$ cat src/rtl/isa_pkg.sv
// Shared definitions for the interrupt subsystem.
//   irq_state_t     : controller FSM states (IDLE, REQ, SERVICE)
//   IRQ_VECTOR_BASE : base address of the interrupt vector table
package isa_pkg;

    typedef enum logic [1:0] {
        IDLE    = 2'd0,
        REQ     = 2'd1,
        SERVICE = 2'd2
    } irq_state_t;

    localparam logic [7:0] IRQ_VECTOR_BASE = 8'h80;

endpackage

$ cat src/rtl/irq_controller_if.sv
// Bus between the interrupt controller and the CPU / mask-programming side.
//   irq_src    : raw interrupt lines, rising-edge significant
//   mask_we    : enable-mask write strobe
//   mask_wdata : new enable mask (1 = enabled)
//   int_req    : interrupt request to the CPU
//   int_ack    : CPU acknowledge
//   int_done   : one-cycle pulse on RETI completion
//   int_id     : index of the source being requested or serviced
//   pending    : pending register
//   mask       : enable mask register
// master = CPU side, slave = controller side.
interface irq_controller_if #(
    parameter int NUM_SOURCES = 4,
    parameter int ID_W        = $clog2(NUM_SOURCES)
);
    logic [NUM_SOURCES-1:0] irq_src;
    logic                   mask_we;
    logic [NUM_SOURCES-1:0] mask_wdata;
    logic                   int_req;
    logic                   int_ack;
    logic                   int_done;
    logic [ID_W-1:0]        int_id;
    logic [NUM_SOURCES-1:0] pending;
    logic [NUM_SOURCES-1:0] mask;

    modport master (
        output irq_src, mask_we, mask_wdata, int_ack, int_done,
        input  int_req, int_id, pending, mask
    );

    modport slave (
        input  irq_src, mask_we, mask_wdata, int_ack, int_done,
        output int_req, int_id, pending, mask
    );
endinterface

$ cat src/rtl/irq_prio_enc.sv
// Combinational lowest-index-first priority encoder.
//   vec   : request vector
//   valid : at least one bit of vec is set
//   idx   : index of the lowest set bit (0 when vec is empty)
module irq_prio_enc #(
    parameter int NUM_SOURCES = 4,
    parameter int ID_W        = $clog2(NUM_SOURCES)
) (
    input  logic [NUM_SOURCES-1:0] vec,
    output logic                   valid,
    output logic [ID_W-1:0]        idx
);

    always_comb begin
        // NOTE: every output gets a default before any conditional
        // assignment so no latch can be inferred.
        idx = '0;
        // Scan downwards so the lowest set bit is the last one written.
        for (int i = NUM_SOURCES - 1; i >= 0; i--) begin
            if (vec[i]) begin
                idx = ID_W'(i);
            end
        end
    end

    assign valid = |vec;

endmodule

$ cat src/rtl/irq_controller.sv
// Interrupt controller: rising-edge detection on the source lines, a pending
// register, an enable mask, and a three-state IDLE/REQ/SERVICE handshake with
// the CPU. Lowest pending-and-enabled index wins; no nesting.
//   clk   : clock, all state changes on posedge
//   reset : synchronous, active-high reset
//   bus   : controller side of irq_controller_if (see that file)
module irq_controller
    import isa_pkg::*;
#(
    parameter int NUM_SOURCES = 4,
    parameter int ID_W        = $clog2(NUM_SOURCES)
) (
    input  logic                clk,
    input  logic                reset,
    irq_controller_if.slave     bus
);

    logic [NUM_SOURCES-1:0] prev;
    logic [NUM_SOURCES-1:0] pending;
    logic [NUM_SOURCES-1:0] mask;
    logic [NUM_SOURCES-1:0] rise;
    logic [NUM_SOURCES-1:0] clear;
    logic [NUM_SOURCES-1:0] pending_next;
    irq_state_t             state;
    irq_state_t             state_next;
    logic [ID_W-1:0]        int_id;
    logic                   int_req;
    logic                   enc_valid;
    logic [ID_W-1:0]        enc_idx;

    assign rise = bus.irq_src & ~prev;

    irq_prio_enc #(
        .NUM_SOURCES (NUM_SOURCES),
        .ID_W        (ID_W)
    ) u_prio_enc (
        .vec   (pending & mask),
        .valid (enc_valid),
        .idx   (enc_idx)
    );

    // int_ack only matters in REQ and int_done only in SERVICE; in REQ the
    // ack branch is the only exit, so a simultaneous int_done is ignored.
    always_comb begin
        state_next = state;
        clear      = '0;
        case (state)
            IDLE: begin
                if (enc_valid) begin
                    state_next = REQ;
                end
            end
            REQ: begin
                if (bus.int_ack) begin
                    clear[int_id] = 1'b1;
                    state_next    = SERVICE;
                end
            end
            SERVICE: begin
                if (bus.int_done) begin
                    state_next = IDLE;
                end
            end
            default: state_next = IDLE;
        endcase
        // A new edge on the source being acknowledged wins over the clear.
        pending_next = (pending & ~clear) | rise;
    end

    // NOTE: sequential state uses non-blocking assignments so every flop
    // samples pre-edge values regardless of statement order.
    always_ff @(posedge clk) begin
        // NOTE: only control/state registers exist here and all of them are
        // reset; prev resets high so lines already high raise no edge.
        if (reset) begin
            prev    <= '1;
            pending <= '0;
            mask    <= '1;
            state   <= IDLE;
            int_req <= 1'b0;
            int_id  <= '0;
        end else begin
            prev    <= bus.irq_src;
            pending <= pending_next;
            if (bus.mask_we) begin
                mask <= bus.mask_wdata;
            end
            state   <= state_next;
            // Registered Moore output: high exactly while in REQ.
            int_req <= (state_next == REQ);
            // Latched only on REQ entry; held through SERVICE.
            if (state == IDLE && enc_valid) begin
                int_id <= enc_idx;
            end
        end
    end

    assign bus.int_req = int_req;
    assign bus.int_id  = int_id;
    assign bus.pending = pending;
    assign bus.mask    = mask;

endmodule

$ cat src/flat_wrapper.sv
// flat-port wrapper written by rule: the top's interface ports become plain ports
module irq_controller_flat import isa_pkg::*;
#(
    parameter int NUM_SOURCES = 4,
    parameter int ID_W        = $clog2(NUM_SOURCES)
)
  (clk, reset, bus_irq_src, bus_mask_we, bus_mask_wdata, bus_int_ack, bus_int_done, bus_int_req, bus_int_id, bus_pending, bus_mask);
  irq_controller_if #(.NUM_SOURCES(NUM_SOURCES), .ID_W(ID_W)) bus_i ();
  input  logic clk;
  input  logic reset;
  input wire logic [$bits(bus_i.irq_src)-1:0] bus_irq_src;
  input wire logic [$bits(bus_i.mask_we)-1:0] bus_mask_we;
  input wire logic [$bits(bus_i.mask_wdata)-1:0] bus_mask_wdata;
  input wire logic [$bits(bus_i.int_ack)-1:0] bus_int_ack;
  input wire logic [$bits(bus_i.int_done)-1:0] bus_int_done;
  output wire logic [$bits(bus_i.int_req)-1:0] bus_int_req;
  output wire logic [$bits(bus_i.int_id)-1:0] bus_int_id;
  output wire logic [$bits(bus_i.pending)-1:0] bus_pending;
  output wire logic [$bits(bus_i.mask)-1:0] bus_mask;
  assign bus_i.irq_src = bus_irq_src;
  assign bus_i.mask_we = bus_mask_we;
  assign bus_i.mask_wdata = bus_mask_wdata;
  assign bus_i.int_ack = bus_int_ack;
  assign bus_i.int_done = bus_int_done;
  assign bus_int_req = bus_i.int_req;
  assign bus_int_id = bus_i.int_id;
  assign bus_pending = bus_i.pending;
  assign bus_mask = bus_i.mask;
  irq_controller #(.NUM_SOURCES(NUM_SOURCES), .ID_W(ID_W)) u_core (.clk(clk), .reset(reset), .bus(bus_i));
endmodule
$ cat config.mk
export PLATFORM = sky130hd
export DESIGN_NAME = irq_controller_flat
export DESIGN_NICKNAME = d
export VERILOG_FILES = /design/src/rtl/isa_pkg.sv /design/src/rtl/irq_controller_if.sv /design/src/rtl/irq_prio_enc.sv /design/src/rtl/irq_controller.sv /design/src/flat_wrapper.sv
export SDC_FILE = /design/constraint.sdc
export NUM_CORES = 1
export LEC_CHECK = 0
export ABC_AREA = 1
export CORE_UTILIZATION = 30
export DETAILED_ROUTE_END_ITERATION = 10
export PLACE_DENSITY_LB_ADDON = 0.2
export SLEW_MARGIN = 20
export SYNTH_ARGS = -nofsm -noshare
export SYNTH_HDL_FRONTEND = slang
export SYNTH_SLANG_ARGS = --single-unit
$ cat constraint.sdc
create_clock -name clk -period 0.88 [get_ports clk]
set_input_delay 0.176 -clock clk [delete_from_list [all_inputs] [get_ports clk]]
set_output_delay 0.176 -clock clk [all_outputs]
set_load 0.01 [all_outputs]
After elaboration in Yosys (flattened, before gate mapping)
Index checks and enable logic that the tools add are counted.
Widths: inputs -> output; s select.

storage, ports and cells
  flip-flop bits (word level) = 17
  input port bits = 13
  output and inout bits = 11

cells by class
  magnitude comparators = 2
  eq/ne operators = 3
  mux-type cells = 12
  bitwise operators = 6
  reduce and logical (&&, ||, !) cells = 4

operators by type and width
  kind                count
  $mux 2              7
  $and 4x4->4         3
  $mux 4              2
  $not 4->4           2
  $pmux 2 s3          1
  $eq 2x1->1 const B  2
  $or 4x4->4          1
  $reduce_or 4->1     1
  $lt 2x3->1 const B  1
  $demux 1 s2         1
  $eq 2x2->1 const B  1
  $ge 2x1->1 const B  1
  $logic_and 1x1->1   2
  $logic_not 2->1     1
  $mux 1              1

Longest topological paths before layout
Gate-level depths: netlist of run 1.

  word-level depth = 9
  depth in mapped cells = 8

Cells and area by module
A second synthesis of run 1 with hierarchy kept.

second synthesis, totals
  cells, all modules = 93
  area, all modules = 689.4 sq um

by module, submodules not included
  module          times used  cells each  area each (sq um)
  irq_controller  1           84          643.1
  irq_prio_enc    1           9           46.3

Worst setup path before layout of run 1
Ideal clock, no wire load.

  path type = flip-flop to flip-flop
  start point = reg u_core.mask[0], in the netlist u_core.bus.mask[0]
  end point = reg u_core.int_id[0], in the netlist u_core.bus.int_id[0]
  arrival time = 789 ps
  required time = 769 ps
  setup slack = -20 ps
  cell stages (with the launch flop) = 8
  path buffers = 0
  cell sequence = dfxtp_1 -> nand2_1 -> nand2_1 -> nand2_1 -> nand2_1 -> nand2_1 -> inv_1 -> nor2_1

between the ends
  word-level cells in the longest chain between the ends = 3
  elaborated cells on any way between the ends = 4
  those cells by class = mux: 1; bitwise: 1; reduce/logical: 2

ends and longest elaborated chain
  item                      RTL line              source
  start: declaration        irq_controller.sv:20  logic [NUM_SOURCES-1:0] mask;
  start signal: assignment  irq_controller.sv:86  mask <= bus.mask_wdata;
  $and 4x4->4 (*)           irq_controller.sv:37  .vec (pending & mask),
  $reduce_or 4->1           irq_prio_enc.sv:26    assign valid = |vec;
  $logic_and 1x1->1         irq_controller.sv:92  if (state == IDLE && enc_valid) begin
  end signal: assignment    irq_controller.sv:93  int_id <= enc_idx;
  end: declaration          irq_controller.sv:26  logic [ID_W-1:0] int_id;

Every way passes the cells marked *; elsewhere a longest branch is shown, timed or not.
A chain may end at the register's enable or synchronous reset.

Worst setup path in the final report of run 1
  start point = reg u_core.state[1]
  end point = reg u_core.state[1]

between the ends
  word-level cells in the longest chain between the ends = 2
  elaborated cells on any way between the ends = 7
  those cells by class = eq/ne: 2; mux: 4; reduce/logical: 1

ends and longest elaborated chain
  item                                RTL line              source
  start: declaration                  irq_controller.sv:24  irq_state_t state;
  start signal: assignment            irq_controller.sv:88  state <= state_next;
  $eq 2x2->1 (tied with other cells)  irq_controller.sv:47  case (state)
  $pmux 2 s3 (*)                      irq_controller.sv:47

Marks and branches as above.

==> flow_metrics.py, run 1 <==
metrics = {
    "setup_path": {
        "end_kind": "flop",
        "crit_family": "flip-flops",
        "start_kind": "flop",
        "r2r_start": "u_core.state[1]",
        "r2r-end": "u_core.state[1]",
        "reg2reg_slack_ns": -0.08,
        "critical_path_buf_inv_count": 1,
        "critPathKind": "flop to flop",
        "cp.arrival_ns": 1.18,
        "worst_ep_required_time_ns": 1.10,
        "crit_chain": "nand3b_1 -> buf_4 -> a21oi_1",
        "critPathMaxFanout": 5,
        "cpMaxStageDelayCell": "dfxtp_2",
        "max_stage_delay_ns": 0.34,
        "r2r_cells": 3,
    },
    "cts": {
        "root_buffer": "clkbuf_4",
        "htreeDepth": 1,
        "cts_tree": "done",
        "clockBufferDepth": 2,
        "ctsHoldBuffers": 0,
        "clkLatencyLatePin_ns": 0.29,
        "cts_buffers": 3,
        "path_clk_slew_ns": 0.10,
        "numClockSinks": 17,
    },
    "routing": {
        "ant_nets": 0,
        "totalWireLength_mm": 1.44,
        "avgViaCountPerCell": 4.21,
        "dr.pass1.iters": 2,
        "drtIter0Drc": 5,
        "post-route-drc-count": 0,
        "vias": 648,
        "wl_per_cell_um": 9.36,
    },
    "sta": {
        "setup_ws_ns": -0.0823,
        "hold_viol_final": 0,
        "setup_violations": 20,
        "period_minus_slack_ns": 0.962,
        "maxSlewHeadroom": 0.843,
        "worst_hold_slack_ns": 0.420,
        "worst-slew-pin-transition_ns": 0.233,
        "max_freq_mhz": 1040,
        "rsz0062_at_grt": "yes",
        "drv_slew": 0,
        "final.setup_skew_ns": 0.00681,
        "min_period_over_period": 1.09,
    },
    "status": {
        "violations": "negative setup slack",
        "status": "finished, violations left",
    },
    "synth": {
        "ys_warn_count": 0,
        "avgSynthCellArea_um2": 7.44,
        "syn_area_um2": 647,
        "synth_top_area_cell": "dfxtp_1",
        "synth_commonest_cells": "nand2_1, dfxtp_1, inv_1, a21oi_1, nand3_1",
        "ys_async_sr_fraction": 0,
        "ys.flop_type": "dfxtp_1",
        "yosysTopAreaCellShare": 0.526,
        "yosys.cell_count.top_type": "nand2_1",
        "ys_seq_area_frac": 0.526,
        "yosys-top-cells-area": "dfxtp_1, nand2_1, inv_1, a21oi_1, nand3_1",
        "synthCells": 87,
        "ys_types": 12,
        "yosys_register_bits": 17,
        "synth_fp_nets": 100,
        "synth_enable_flop_cells": 0,
    },
    "die": {
        "rows": 16,
        "core-area_um2": 2000,
        "die_w_um": 48.4,
        "dieArea_um2": 2350,
        "die_height_um": 48.4,
        "ios": 24,
        "start_util": 0.323,
    },
    "grt": {
        "grt_pass1_wl_mm": 2.58,
        "antenna_found_initial": 0,
        "grt_pass1_vias": 649,
        "grt_max_degree": 10,
        "track_usage": 0.141,
        "overflow": 0,
    },
    "hold_path": {
        "worstHoldStart": "bus_irq_src[0]",
        "hp-class": "input port to flop",
        "holdPathEnd": "u_core.prev[0]",
        "hold_depth": 3,
    },
    "placed_design": {
        "dp_slack_ns": -0.357,
        "portBuffers": 23,
        "hpwl_mm": 1.08,
        "place.gp.congestion": 0.780,
        "postPlaceCellArea_um2": 1000,
    },
    "pwr": {
        "max-vdd-ir-drop_mv": 0.883,
        "p_per_area_nw_per_um2": 1500,
        "power_mw": 1.69,
        "power_leakage_nw": 0.546,
    },
    "final_layout": {
        "antenna_cells": 0,
        "area_delta_synth_final_pct": 73.3,
        "nets": 141,
        "drive_above_1_share": 0.441,
        "stdcell_area_um2": 1120,
    },
    "flow_run": {
        "cap_violations": 0,
    },
}
## worst max path at each step
stage	start	depth (start not counted)	to	slack (ns)
2_1_floorplan	u_core.bus.pending[3]	7	u_core.bus.int_id[0]	0.003
3_3_place_gp	bus_int_ack	4	u_core.bus.pending[2]	-0.31
3_5_place_dp	bus_int_ack	4	u_core.bus.pending[1]	-0.36
4_1_cts	u_core.bus.mask[1]	7	u_core.bus.int_req	-0.1
5_1_grt	u_core.bus.mask[0]	7	u_core.state[0]	-0.14
6_report	u_core.state[1]	3	u_core.state[1]	-0.08
## logic make-up (layout without fill, tap and decap cells)
kind of cell,Yosys count,count (layout),share of synthesized area
compound gates,11,11,0.0909
flops,17,17,0.526
simple gates,45,45,0.300
buf+inv,14,54,0.0832
## repair_timing
item	4_1_cts	5_1_grt
buffers inserted	3	1
endpoints found under the setup margin	19	19
pin swaps	7	7
gates resized for setup	69	11
## tightest hold or removal path, cell delays in order
cell             delay [ns]
clkdlybuf4s50_1        0.39
inv_1                  0.06
nand2_1                0.04
## area by class of cell
type | count | area (um^2)
Clock buffer | 4 | 26.3
Fill cell | 190 | 881
Inverter | 13 | 48.8
Multi-Input combinational cell | 56 | 299
Sequential cell | 17 | 359
Tap cell | 27 | 33.8
Timing Repair Buffer | 37 | 354
## layer usage
metal  share of wire  wire length, um  track usage  vias up
met5               0                0            0        -
met4           0.014               20       0.0588        0
met3           0.046               66       0.0283        2
met2            0.50              717        0.246       20
met1            0.44              638        0.168      276
li1                -                -            -      350
## power breakdown
| group | total [mW] | internal, mW | switching (mW) | leakage (nW) |
|---|---|---|---|---|
| clock | 0.405 | 0.176 | 0.229 | 0.0150 |
| sequential | 0.872 | 0.831 | 0.0416 | 0.143 |
| combinational | 0.408 | 0.235 | 0.174 | 0.388 |
| total | 1.69 | 1.24 | 0.444 | 0.546 |
## stage by stage
stage	cells	TNS [ns]	util
6_report	154	-1.07	0.560
5_1_grt	154	-2.00	0.560
4_1_cts	153	-1.20	0.534
3_5_place_dp	146	-5.44	0.501
3_3_place_gp	146	-5.21	0.501
2_1_floorplan	87	0	-
## cells in the final DEF, fill, tap and decap left out
cell	instances
a21oi_1	5
a21oi_2	1
buf_12	1
buf_2	3
buf_4	10
buf_6	11
clkbuf_1	1
clkbuf_4	3
clkdlybuf4s50_1	12
dfxtp_1	6
dfxtp_2	9
dfxtp_4	2
inv_1	13
nand2_1	21
nand2_2	7
nand2_4	3
nand3_1	5
nand3b_1	2
nor2_1	1
nor2_2	1
nor3_1	1
o21ai_1	4
o21ai_2	1
or2_2	4
## registers in the layout, indices dropped and copies added (netlist names)
signal and flops:
u_core.state 2, u_core.bus.int_id 2, u_core.bus.int_req 1, u_core.bus.mask 4, u_core.bus.pending 4, u_core.prev 4
No activity file was read; power rests on OpenSTA's default activity.
==> run 2: changes to the inputs <==
Settings changed: SLEW_MARGIN 20 to unset.
==> results of run 2 <==
Same layout as run 1: the final DEF is identical, and so are final timing and power.
==> run 3: changes to the inputs <==
Settings changed: ABC_AREA 1 to unset.
==> flow_metrics.py, run 3 <==
metrics = {
    "die": {
        "dieArea_um2": 2350,
        "core-area_um2": 2000,
        "rows": 16,
        "die_w_um": 48.5,
        "start_util": 0.324,
        "ios": 24,
        "die_height_um": 48.5,
    },
    "setup_path": {
        "worst_ep_required_time_ns": 1.06,
        "cp.arrival_ns": 1.21,
        "start_kind": "flop",
        "end_kind": "flop",
        "critPathKind": "flop to flop",
        "critPathMaxFanout": 3,
    },
    "synth": {
        "synth_fp_nets": 78,
        "synth-simple-area-share": 0.216,
        "synth-adder-area-share": 0,
        "synth_xor_area_frac": 0,
        "syn_area_um2": 648,
        "yosys.cell_count.top_type": "dfxtp_1",
        "synthMuxAreaShare": 0,
        "synthCells": 65,
        "ys_seq_area_frac": 0.525,
        "ys_async_sr_fraction": 0,
        "avgSynthCellArea_um2": 9.97,
        "yosysTopAreaCellShare": 0.525,
        "yosys-top-cells-area": "dfxtp_1, a21oi_1, a211o_1, nand2b_1, nor2b_1",
        "synth_commonest_cells": "dfxtp_1, a21oi_1, o21ai_0",
        "ys_types": 21,
        "synth_enable_flop_cells": 0,
        "synth_compound_area_frac": 0.247,
        "synth_top_family_by_area": "compound AO/OA/AOI/OAI gates",
        "ys.flop_type": "dfxtp_1",
        "ys_warn_count": 0,
        "yosys_register_bits": 17,
        "synth_top_area_cell": "dfxtp_1",
    },
    "pwr": {
        "power_switching_mw": 0.436,
        "p_clk_frac": 0.256,
        "p_sw_frac": 0.264,
        "p_seq_frac": 0.533,
        "p_per_area_nw_per_um2": 1570,
        "power_frac_comb": 0.211,
        "power_leakage_nw": 0.421,
        "max-vdd-ir-drop_mv": 0.820,
        "internal-power_mw": 1.21,
    },
    "placed_design": {
        "place.gp.congestion": 0.738,
        "postPlaceCellArea_um2": 998,
        "dp_slack_ns": -0.411,
        "hpwl_mm": 1.08,
        "portBuffers": 23,
    },
    "cts": {
        "path_clk_slew_ns": 0.11,
        "cts_buffers": 3,
        "clockBufferDepth": 2,
        "htreeDepth": 1,
        "root_buffer": "clkbuf_4",
        "numClockSinks": 17,
        "cts_tree": "done",
        "clkLatencyLatePin_ns": 0.29,
    },
    "sta": {
        "period_minus_slack_ns": 1.03,
        "hold_viol_final": 0,
        "maxSlewHeadroom": 0.771,
        "max_freq_mhz": 970,
        "final.setup_skew_ns": 0.0131,
        "drv_slew": 0,
        "min_period_over_period": 1.17,
        "setup_violations": 22,
        "rsz0062_at_grt": "yes",
        "worst-slew-pin-transition_ns": 0.344,
        "setup_ws_ns": -0.151,
    },
    "final_layout": {
        "area_delta_synth_final_pct": 61.8,
        "drive_above_1_share": 0.455,
        "multi_input_area_um2": 312,
        "num-fill-cells": 186,
        "final_common_cell": "buf_6",
        "top_regs": "u_core.bus.mask (4), u_core.bus.pending (4), u_core.prev (4)",
        "most-common-layout-cells": "buf_6, clkdlybuf4s50_1, a21oi_1, dfxtp_2, buf_4",
        "nets": 115,
        "seq_area_um2": 363,
        "stdcell_area_um2": 1050,
        "antenna_cells": 0,
    },
    "status": {
        "status": "finished, violations left",
        "violations": "negative setup slack",
    },
    "grt": {
        "grt_max_degree": 11,
        "grt_pass1_vias": 504,
        "grt_pass1_wl_mm": 2.30,
        "track_usage": 0.129,
        "antenna_found_initial": 0,
        "overflow": 0,
    },
    "routing": {
        "post-route-drc-count": 0,
        "ant_nets": 0,
        "dr.pass1.iters": 4,
        "drtIter0Drc": 18,
        "totalWireLength_mm": 1.49,
        "avgViaCountPerCell": 4.83,
        "wl_per_cell_um": 11.6,
        "vias": 618,
    },
    "flow_run": {
        "cap_violations": 0,
    },
    "hold_path": {
        "hp-class": "input port to flop",
    },
}
run 3: cell count changes in the layout (fill, tap and decap cells not counted), moves of 3 or more:
cell      change
nand2_4       -3
a211o_1       +4
buf_4         -3
o21ai_0       +4
o21ai_1       -3
nand2b_1      +4
nand2_2       -6
a21oi_1       +4
nand2_1      -18
inv_1        -12
nand3_1       -5
nor2b_1       +4
run 3: kinds of logic after synthesis:
kind of cell,Yosys count
AO/OA/AOI/OAI,24
buffers and inverters,2
flip-flops,17
AND/OR/NAND/NOR,22
run 3: power groups by stage:
stage / Sequential [mW] / Clock, mW / Combinational (mW)
after floorplan: 0.905 / 0 / 0.123
after global placement: 0.890 / 0 / 0.340
after detailed placement: 0.889 / 0 / 0.344
after CTS: 0.878 / 0.437 / 0.346
after global routing: 0.886 / 0.476 / 0.374
final: 0.878 / 0.421 / 0.348
run 3: path summary, 6_finish.rpt:
check             cells past startpoint  slack (ns)                     to                from
setup / recovery                      4       -0.15        u_core.state[0]  u_core.bus.mask[2]
hold / removal                        2        0.41     u_core.bus.mask[1]         bus_mask_we
setup reg to reg                      4       -0.15        u_core.state[0]  u_core.bus.mask[2]
hold reg to reg                       2        0.48  u_core.bus.pending[2]      u_core.prev[2]
run 3: layout make-up:
| type | instances | area share |
|---|---|---|
| clock buffer | 3 | 0.0215 |
| clock inverter | 1 | 0.00477 |
| inverter | 1 | 0.00358 |
| multi-input combinational | 46 | 0.297 |
| sequential | 17 | 0.346 |
| tap | 27 | 0.0322 |
| timing repair buffer | 33 | 0.295 |
run 3: critical path, cell delays in order (launching register included):
cell	delay (ns)
dfxtp_2	0.35
buf_6	0.12
a22o_1	0.25
a21oi_2	0.14
a21oi_1	0.08
run 3: metal layers:
metal	vias to the layer above	part of all wire	track usage
met5	-	0	0
met4	0	0.0027	0.0441
met3	2	0.067	0.0377
met2	27	0.43	0.183
met1	279	0.50	0.185
li1	310	-	-
run 3: what timing repair did:
item	in CTS	in global routing
cloned	0	0
setup buffers	1	0
hold buffers	0	0
endpoints found under the setup margin	28	22
gates resized for setup	60	2
pin swaps	1	1
run 3: through the flow:
stage / hold slack [ns] / total power [mW] / std cells / TNS, ns / utilization
3_5_place_dp: 0.471 / 1.23 / 123 / -7.73 / 0.499
2_1_floorplan: 0.275 / 1.03 / 65 / -0.0809 / -
4_1_cts: 0.407 / 1.66 / 128 / -1.37 / 0.519
5_1_grt: 0.463 / 1.74 / 128 / -2.27 / 0.524
3_3_place_gp: 0.463 / 1.23 / 123 / -7.68 / 0.499
6_report: 0.407 / 1.65 / 128 / -1.37 / 0.524
